===== src/rtl/hazard_ctrl.sv =====
// hazard_ctrl: load-use hazard detection and taken-branch flush control for a
// five-stage pipeline. It drives PC/IF-ID hold, the IF/ID bubble and the
// ID/EX flush, and keeps saturating counters of stall cycles and branch
// flushes.
module hazard_ctrl #(
    parameter int LOAD_STALL = 1,
    parameter int CNT_W      = 16
) (
    input  logic             clk,
    input  logic             reset,
    input  logic [4:0]       ifid_rs1,
    input  logic [4:0]       ifid_rs2,
    input  logic             ifid_rs1_used,
    input  logic             ifid_rs2_used,
    input  logic             idex_memread,
    input  logic [4:0]       idex_rd,
    input  logic             branch_taken,
    input  logic             cnt_clr,
    output logic             pc_write,
    output logic             ifid_write,
    output logic             ifid_flush,
    output logic             idex_flush,
    output logic [CNT_W-1:0] stall_count,
    output logic [CNT_W-1:0] flush_count
);

    localparam int REM_W = $clog2(LOAD_STALL + 1);

    typedef enum logic {RUN, LU_STALL} state_t;

    state_t             state_reg;
    logic [REM_W-1:0]   rem_reg;
    logic               hazard;
    logic               stall_now;
    logic [1:0]         cnt_inc;
    logic [CNT_W-1:0]   cnt_reg [2];

    // A load in EX whose destination (never x0) is read by the instruction in ID.
    assign hazard = idex_memread && (idex_rd != 5'd0) &&
                    ((ifid_rs1_used && (idex_rd == ifid_rs1)) ||
                     (ifid_rs2_used && (idex_rd == ifid_rs2)));

    // Once in LU_STALL the stall runs to completion without re-checking the
    // hazard; a taken branch always wins because the stalled instruction is
    // on the wrong path.
    assign stall_now = !branch_taken && ((state_reg == LU_STALL) || hazard);

    // Mealy pipeline controls; reset forces the bubble/hold pattern at once.
    always_comb begin
        pc_write   = 1'b1;
        ifid_write = 1'b1;
        ifid_flush = 1'b0;
        idex_flush = 1'b0;
        if (reset) begin
            pc_write   = 1'b0;
            ifid_write = 1'b0;
            ifid_flush = 1'b1;
            idex_flush = 1'b1;
        end else if (branch_taken) begin
            ifid_flush = 1'b1;
            idex_flush = 1'b1;
        end else if (stall_now) begin
            pc_write   = 1'b0;
            ifid_write = 1'b0;
            idex_flush = 1'b1;
        end
    end

    // Stall sequencer: rem counts the bubbles still owed after the first one.
    always_ff @(posedge clk or posedge reset) begin
        if (reset) begin
            state_reg <= RUN;
            rem_reg   <= '0;
        end else if (branch_taken) begin
            state_reg <= RUN;
            rem_reg   <= '0;
        end else if (state_reg == LU_STALL) begin
            rem_reg <= rem_reg - REM_W'(1);
            if (rem_reg == REM_W'(1)) begin
                state_reg <= RUN;
            end
        end else if (hazard && (LOAD_STALL > 1)) begin
            state_reg <= LU_STALL;
            rem_reg   <= REM_W'(LOAD_STALL - 1);
        end
    end

    assign cnt_inc[0] = stall_now;
    assign cnt_inc[1] = branch_taken;

    // Saturating performance counters: 0 = stall cycles, 1 = branch flushes.
    generate
        for (genvar gi = 0; gi < 2; gi++) begin : g_cnt
            always_ff @(posedge clk or posedge reset) begin
                if (reset) begin
                    cnt_reg[gi] <= '0;
                end else if (cnt_clr) begin
                    cnt_reg[gi] <= '0;
                end else if (cnt_inc[gi] && (cnt_reg[gi] != {CNT_W{1'b1}})) begin
                    cnt_reg[gi] <= cnt_reg[gi] + CNT_W'(1);
                end
            end
        end
    endgenerate

    assign stall_count = cnt_reg[0];
    assign flush_count = cnt_reg[1];

endmodule


===== config.mk =====
export PLATFORM = sky130hd
export DESIGN_NAME = hazard_ctrl
export DESIGN_NICKNAME = d
export VERILOG_FILES = /design/src/rtl/hazard_ctrl.sv
export SDC_FILE = /design/constraint.sdc
export NUM_CORES = 1
export LEC_CHECK = 0
export BUFFER_PORTS_ARGS = -buffer_cell sky130_fd_sc_hd__buf_2
export CAP_MARGIN = 10
export CORE_MARGIN = 3
export CORE_UTILIZATION = 47
export DETAILED_ROUTE_END_ITERATION = 8
export PLACE_DENSITY = 0.76
export SETUP_SLACK_MARGIN = 0.15
export SKIP_CTS_REPAIR_TIMING = 1
export SYNTH_ARGS = -nofsm -noshare
export SYNTH_HDL_FRONTEND = slang
export SYNTH_SLANG_ARGS = --single-unit
export TNS_END_PERCENT = 30

===== constraint.sdc =====
create_clock -name clk -period 1.9 [get_ports clk]
set_input_delay 0.38 -clock clk [delete_from_list [all_inputs] [get_ports clk]]
set_output_delay 0.38 -clock clk [all_outputs]
set_load 0.05 [all_outputs]

# Word-level counts from Yosys, hierarchy flattened
# Cells that the tools add are included.
[classes]
n_addsub = 3
n_eq_ne = 4
mux = 17
reduce_logical = 14
[ops]
columns = ["op", "n"]
rows = [
  ["2-to-1 mux 16 bit", 4],
  ["adder 16 x 1 -> 16 bit (second input constant)", 2],
  ["!= test 16 bit (second input constant)", 2],
  ["2-to-1 mux 1 bit", 13],
  ["== test 5 bit", 2],
  ["logical AND 1 bit", 7],
  ["nonzero test 2 bit", 3],
  ["nonzero test 5 bit", 1],
  ["logical OR 1 bit", 2],
  ["zero test 1 bit", 1],
  ["subtractor 1 bit (second input constant)", 1],
]
[totals]
ff_bits = 34
in_bits = 22
output_inout_bits = 36
wordCells = 42

# Logic depth before layout (Yosys ltp)
# Gate-level depths: netlist (run 1).
[logic_depth]
ltp_word = 9
depth_mapped = 8
ltp_nobuf = 7

# Least setup slack after synthesis (run 1)
# Ideal clock, no wire load.
[synth_path]
path_type = "input-to-output"
from = "in idex_rd[1]"
to = "out pc_write"
arrival_ps = 2319
slack_ps = -799
cell_stages = 5
path_cell_list = "or4_1 > o21ai_2 > o31ai_1 > nor2_1 > buf_4"
[synth_between]
elab_chain_len = 9
word_cells_on_any_way = 13
[synth_lines]
columns = ["element", "line_no", "text"]
rows = [
  ["from (decl)", "16", "input logic [4:0] idex_rd,"],
  ["== test 5 bit (on tied branches)", "40, 41", ""],
  ["logical AND 1 bit (on tied branches)", "40, 41", ""],
  ["logical OR 1 bit", "40", "((ifid_rs1_used && (idex_rd == ifid_rs1)) ||"],
  ["logical AND 1 bit *", "39", "assign hazard = idex_memread && (idex_rd != 5'd0) &&"],
  ["logical OR 1 bit *", "46", "assign stall_now = !branch_taken && ((state_reg == LU_STALL) || hazard);"],
  ["logical AND 1 bit *", "46", ""],
  ["2-to-1 mux 1 bit * (3 in a row)", "-", ""],
  ["to (decl)", "19", "output logic pc_write,"],
]
# Mark *: on every way between the ends. The rest lies on a longest branch, timed or not.

# Final worst setup path (run 1)
[layout_path]
from = "in ifid_rs2[2]"
to = "out pc_write"
[layout_between]
elab_chain_len = 9
[layout_lines]
columns = ["element", "line_no", "text"]
rows = [
  ["from (decl)", "12", "input logic [4:0] ifid_rs2,"],
  ["== test 5 bit", "41", "(ifid_rs2_used && (idex_rd == ifid_rs2)));"],
  ["logical AND 1 bit", "41", ""],
  ["logical OR 1 bit", "40", ""],
  ["logical AND 1 bit", "39", ""],
  ["logical OR 1 bit", "46", ""],
  ["logical AND 1 bit", "46", ""],
  ["2-to-1 mux 1 bit", "62", "end else if (stall_now) begin"],
  ["2-to-1 mux 1 bit", "59", "end else if (branch_taken) begin"],
  ["2-to-1 mux 1 bit", "54", "if (reset) begin"],
]
# Every way passes these cells.

==> qor.yml, run 1 <==
path_clk_slew_ns: 0.08
status: "finished with violations"
wire_per_inst_um: 16.2
fp-row-count: 23
drt-vias-per-instance: 5.65
syn-num-nets: 236
synth_seq_cells: 34
yosysTopAreaCell: "dfrtp_1"
drt_iter0_drc: 158
sw_frac_of_total_pct: 27.7
finalSetupViolCount: 8
synth_area_leaders: "dfrtp_1, xnor2_1, xor2_1, nor2_1, nand2_1"
synthArstFlopShare_pct: 100
rr_endpoint: "stall_count[9]$_DFFE_PP0P_"
num_io_pins: 58
crit_fanout: 2
finalNetCount: 330
grt_max_degree: 19
hold_path_class: "in2async"
clock_power_share_pct: 37.3
p_int_mw: 1.13
coreArea_sq_um: 4060
drc: 0
cts.htree.levels: 2
power.total_mw: 1.56
syn_inst: 212
timing.rr.start: "stall_count[14]$_DFFE_PP0P_"
chipWidth_um: 71.5
routed_wl_um: 5790
fin_crit_ns: 2.11
startpoint_type: "input port"
hold_slack_ns: 0.107
p_per_area_nw_per_um2: 518
portBuffers: 57
fin_cells: 357
maxSlewViolCount: 0
die-area_sq_um: 5110
crit_path_end_kind: "output port"
cts.sinks: 34
fin_crit_sh_pct: 111
grt_pass1_wl_um: 8360
p_switching_uw: 432
rsz0062_at_grt: "yes"
skew_ns: 0.00792
path_class: "in2out"
syn_to_final_growth_pct: 49.3
cts_tree: "yes"
ys.flop_type: "dfrtp_1"
finalSetupTns_ns: -0.833
initial_utilization_pct: 49.7
final_antenna_net_count: 0
layout_setup_ws_ns: -0.214
cap_violations: 0
tightest_slew_ns: 0.412
dp_hpwl_um: 3680
clock_path_buffers: 2
vias: 2017
max_freq_mhz: 473
slew_headroom_pct: 72.5
r2r_setup_slack_ns: -0.12
dpl-instance-area_sq_um: 2630
drive_gt1_share_pct: 50.8
violations: "negative setup slack"
clk_latency_ns: 0.30
yosysMostFrequentCell: "dfrtp_1"
p_leak_nw: 1.44
dp.cells: 342
insertedDiodeCount: 0
gr-total-overflow: 0
clock_tree.root_cell: "clkbuf_8"
synth_edf_count: 0
cts_buffers: 5
gp_congestion: 0.848
yosysUniqueCellTypes: 45
required_ns: 1.52
pwr-share-comb_pct: 15.6
finish.instance_area_sq_um: 3010
syn-cell-area_sq_um: 2020
die_h_um: 71.5
grt_util_all_layers_pct: 20.8
seq_area_frac_synth_pct: 42.2
ys_warn_count: 0
synth_top_cell_area_share_pct: 42.2
ys_top_cells_by_count: "dfrtp_1, nor2_1, xnor2_1"
p_seq_share_pct: 47.1
ir_drop_uv: 502
antenna_found_initial: 0
grt_pass1_vias: 1827
synth.avg_cell_area_sq_um: 9.51
drt_pass1_iterations: 4
arrival_ns: 1.73
rr_worst_depth: 7
hold_viol: 0
## placed cells by master (no fill, tap or decap), types with 2 or more instances in the layout
cell / count
nor2b_1: 4
or4_1: 3
o2111ai_1: 3
o21ai_0: 5
buf_2: 43
dfrtp_2: 16
nand4_1: 8
buf_4: 36
clkbuf_8: 6
nand2_1: 13
o21ai_4: 2
a21oi_2: 3
xor2_1: 15
or4_4: 2
a21oi_1: 4
buf_6: 14
dfrtp_1: 18
or3_1: 2
or3_4: 2
xnor2_1: 7
xnor2_2: 9
and4_1: 2
nor3_4: 2
mux2i_1: 2
o211ai_1: 2
and3_1: 7
inv_1: 6
nand3_1: 8
and4_4: 2
nor2_1: 30
buf_8: 2
o31ai_1: 2
o21a_1: 2
or2_2: 2
## routing by layer
metal	share of wire, %	GRT usage (%)
met2	53	34.1
met3	5.3	5.05
met1	40	27.4
met4	1.9	6.26
met5	0	0
## cell type report
class | instances | area [sq um]
clock inverter | 2 | 12.5
multi-input combinational | 164 | 1280
sequential | 34 | 871
inverter | 6 | 22.5
tap | 50 | 62.6
clock buffer | 6 | 82.6
timing repair buffer | 95 | 673
fill | 284 | 1050
## metrics by stage
stage	util [%]	worst slack, ns
floorplan	-	-0.273
global placement	64.8	-0.254
detailed placement	64.8	-0.265
CTS	67.1	-0.266
global route	74.2	-0.256
finish	74.2	-0.214
## logic make-up (layout without fill, tap and decap cells)
| kind of cell | after synthesis | after routing | share of synthesized area (%) |
|---|---|---|---|
| XOR/XNOR | 31 | 31 | 13.5 |
| AND/OR/NAND/NOR | 97 | 97 | 25.5 |
| multiplexers | 3 | 3 | 1.55 |
| flip-flops | 34 | 34 | 42.2 |
| adder cells (fa/ha/maj) | 2 | 2 | 1.24 |
| AO/OA/AOI/OAI | 31 | 31 | 12.0 |
| buffers and inverters | 14 | 109 | 4.10 |
## critical path: stages
cell and delay (ns):
buf_6 0.10, xnor2_2 0.17, nand4_1 0.21, o22a_1 0.31, o31ai_4 0.34, nor2_4 0.07
buf_6 0.16
## how the worst max path moves through the flow
stage / from / depth (start not counted) / to / slack (ns)
3_3_place_gp: idex_rd[1] / 6 / pc_write / -0.25
6_report: ifid_rs2[2] / 7 / pc_write / -0.21
2_1_floorplan: idex_rd[1] / 5 / pc_write / -0.27
5_1_grt: ifid_rs2[2] / 7 / pc_write / -0.26
4_1_cts: idex_rd[1] / 6 / pc_write / -0.27
3_5_place_dp: idex_rd[1] / 6 / pc_write / -0.26
## power groups by stage
stage          clock [mW]  sequential (mW)  combinational, mW
2_1_floorplan           0            0.765              0.102
3_3_place_gp            0            0.746              0.183
3_5_place_dp            0            0.746              0.186
4_1_cts             0.587            0.732              0.187
5_1_grt             0.627            0.734              0.259
6_report            0.581            0.733              0.244
(Power assumes the default switching activity.)
==> run 2: changes to the inputs <==
- ABC_AREA: not set -> 1
- CORE_UTILIZATION: 47 -> 48
==> qor.yml, run 2 <==
path_cells: "ha_4 > nand2_4 > nor2_4 > nand4_4 > nor2_4 > nand4_4 > nand3_4 > nand2_4 > nand2_1 > nand2_1"
coreArea_sq_um: 4410
p_per_area_nw_per_um2: 584
hold_viol: 0
layout_commonest_cell: "nand2_1"
finalSetupViolCount: 0
rr_endpoint: "stall_count[4]$_DFFE_PP0P_"
grt_util_all_layers_pct: 19.9
final_cell_mix: "nand2_1, buf_2, nor2_1, nand3_1, dfrtp_1"
path_delay_family: "simple AND/OR/NAND/NOR gates"
timing.rr.start: "stall_count[1]$_DFFE_PP0P_"
fin_crit_sh_pct: 90.5
synth-compound-area-share_pct: 5.76
path_class: "reg2reg"
die_h_um: 74.3
syn-num-nets: 350
path_clk_slew_ns: 0.07
p_leak_nw: 1.52
synth.avg_cell_area_sq_um: 6.86
synth_top_cell_area_share_pct: 38.1
drive_gt1_share_pct: 31.3
grt_pass1_vias: 2065
final_antenna_net_count: 0
max_freq_mhz: 582
synthArstFlopShare_pct: 100
yosysTopAreaCell: "dfrtp_1"
startpoint_type: "flop"
r2r_setup_slack_ns: 0.18
cp-endpoint: "stall_count[4]$_DFFE_PP0P_"
finalSetupTns_ns: 0
top_layer_used: "met4"
gp_congestion: 0.866
chipWidth_um: 74.3
drt-vias-per-instance: 5.15
drt_iter0_drc: 174
required_ns: 2.08
tightest_slew_ns: 0.497
drc: 0
synthMuxAreaShare_pct: 0
insertedDiodeCount: 0
m1WireLength_um: 2450
routed_wl_um: 5610
clock_tree.root_cell: "clkbuf_8"
cap_violations: 0
syn_to_final_growth_pct: 32.6
clk_latency_ns: 0.29
seq_area_sq_um: 857
slew_headroom_pct: 66.8
pre_cts_slack_ns: 0.0334
seq_area_frac_synth_pct: 38.1
antenna_found_initial: 0
n_fill_cell: 375
cts_buffers: 5
arrival_ns: 1.90
cts_tree: "yes"
yosysUniqueCellTypes: 32
die-area_sq_um: 5510
fin_crit_ns: 1.72
hold_path_class: "in2async"
synth_edf_count: 0
portBuffers: 57
rr_worst_depth: 10
synth_area_leaders: "dfrtp_1, nand2_1, nor2_1, nand3_1, inv_1"
synth_seq_cells: 34
drt_pass1_iterations: 4
vias: 2321
ys_warn_count: 0
multi_input_area_sq_um: 1280
synth_top_family_by_area: "simple AND/OR/NAND/NOR gates"
wire_per_inst_um: 12.4
synth_fa_ha_area_share_pct: 1.12
syn-cell-area_sq_um: 2240
critPathLaunch: "stall_count[1]$_DFFE_PP0P_"
fin_cells: 451
synthSimpleGateAreaFrac_pct: 41.7
cts.sinks: 34
grt_pass1_wl_um: 8710
clock_path_buffers: 2
wl_met3_um: 357
slowest_delay_ns: 0.41
crit_path_end_kind: "flop"
crit_fanout: 8
grt_max_degree: 27
slowest_stage: "dfrtp_2"
cts.htree.levels: 2
maxSlewViolCount: 0
dp.cells: 437
gr-total-overflow: 0
ys.flop_type: "dfrtp_1"
dp_hpwl_um: 3960
wl_met2_um: 2740
ys_top_cells_by_count: "nand2_1, nor2_1, inv_1"
rsz0062_at_grt: "yes"
synth_xor_area_share_pct: 4.31
ir_drop_uv: 240
power.total_mw: 1.73
cp_num_cells: 10
finalNetCount: 422
initial_utilization_pct: 50.7
num_io_pins: 58
fp-row-count: 24
skew_ns: 0.00306
critical_path_buf_inv_count: 0
syn_inst: 326
status: "completed"
layout_setup_ws_ns: 0.181
yosysMostFrequentCell: "nand2_1"
==> run 2: per-layer routing <==
metal  vias to the layer above  GRT usage, %
met4                         0          6.32
met5                         -             0
met3                         9          4.19
met2                        74          34.1
li1                       1172             -
met1                      1066          25.1
==> run 2: kinds of logic (layout without fill, tap and decap cells) <==
family / after synthesis / count (layout)
AOI/OAI and AO/OA: 23 / 23
xor gates and xnor gates: 11 / 11
adders and majority gates: 2 / 2
buffers and inverters: 48 / 120
DFF: 34 / 34
and+or+nand+nor: 208 / 209
==> run 2: area by class of cell <==
class | instances | area share, %
Inverter | 39 | 5.49
Multi-Input combinational cell | 245 | 43.4
Timing Repair Buffer | 73 | 16.1
Clock buffer | 7 | 2.91
Sequential cell | 34 | 28.9
Clock inverter | 1 | 1.01
Tap cell | 52 | 2.20
==> run 2: power breakdown <==
group / switching (mW) / total, mW / internal, mW / leakage (nW)
logic: 0.185 / 0.284 / 0.0989 / 1.00
registers: 0.0180 / 0.756 / 0.738 / 0.464
clock network: 0.264 / 0.691 / 0.428 / 0.0585
total: 0.467 / 1.73 / 1.26 / 1.52
==> run 2: worst register-to-register path, cell delays in order, from the launching register on <==
cell and delay [ns]:
dfrtp_2 0.41, ha_4 0.16, nand2_4 0.05, nor2_4 0.14
nand4_4 0.12, nor2_4 0.15, nand4_4 0.09, nand3_4 0.21
nand2_4 0.13, nand2_1 0.11, nand2_1 0.05
==> run 2: per-stage QoR <==
step                cell area (sq um)  util, %  hold WS (ns)
CTS                              2790     63.1         0.139
global route                     2960     67.1         0.151
finish                           2960     67.1         0.137
global placement                 2670     60.5         0.438
detailed placement               2670     60.5         0.451
floorplan                        2280        -         0.329
==> run 2: worst min path at each step <==
stage / startpoint / to / cells past startpoint
2_1_floorplan: reset / flush_count[10]$_DFFE_PP0P_ / 1
3_3_place_gp: state_reg$_DFF_PP0_ / rem_reg$_DFFE_PP0P_ / 1
3_5_place_dp: reset / flush_count[1]$_DFFE_PP0P_ / 3
4_1_cts: reset / flush_count[13]$_DFFE_PP0P_ / 3
5_1_grt: reset / flush_count[1]$_DFFE_PP0P_ / 3
6_report: reset / flush_count[1]$_DFFE_PP0P_ / 3
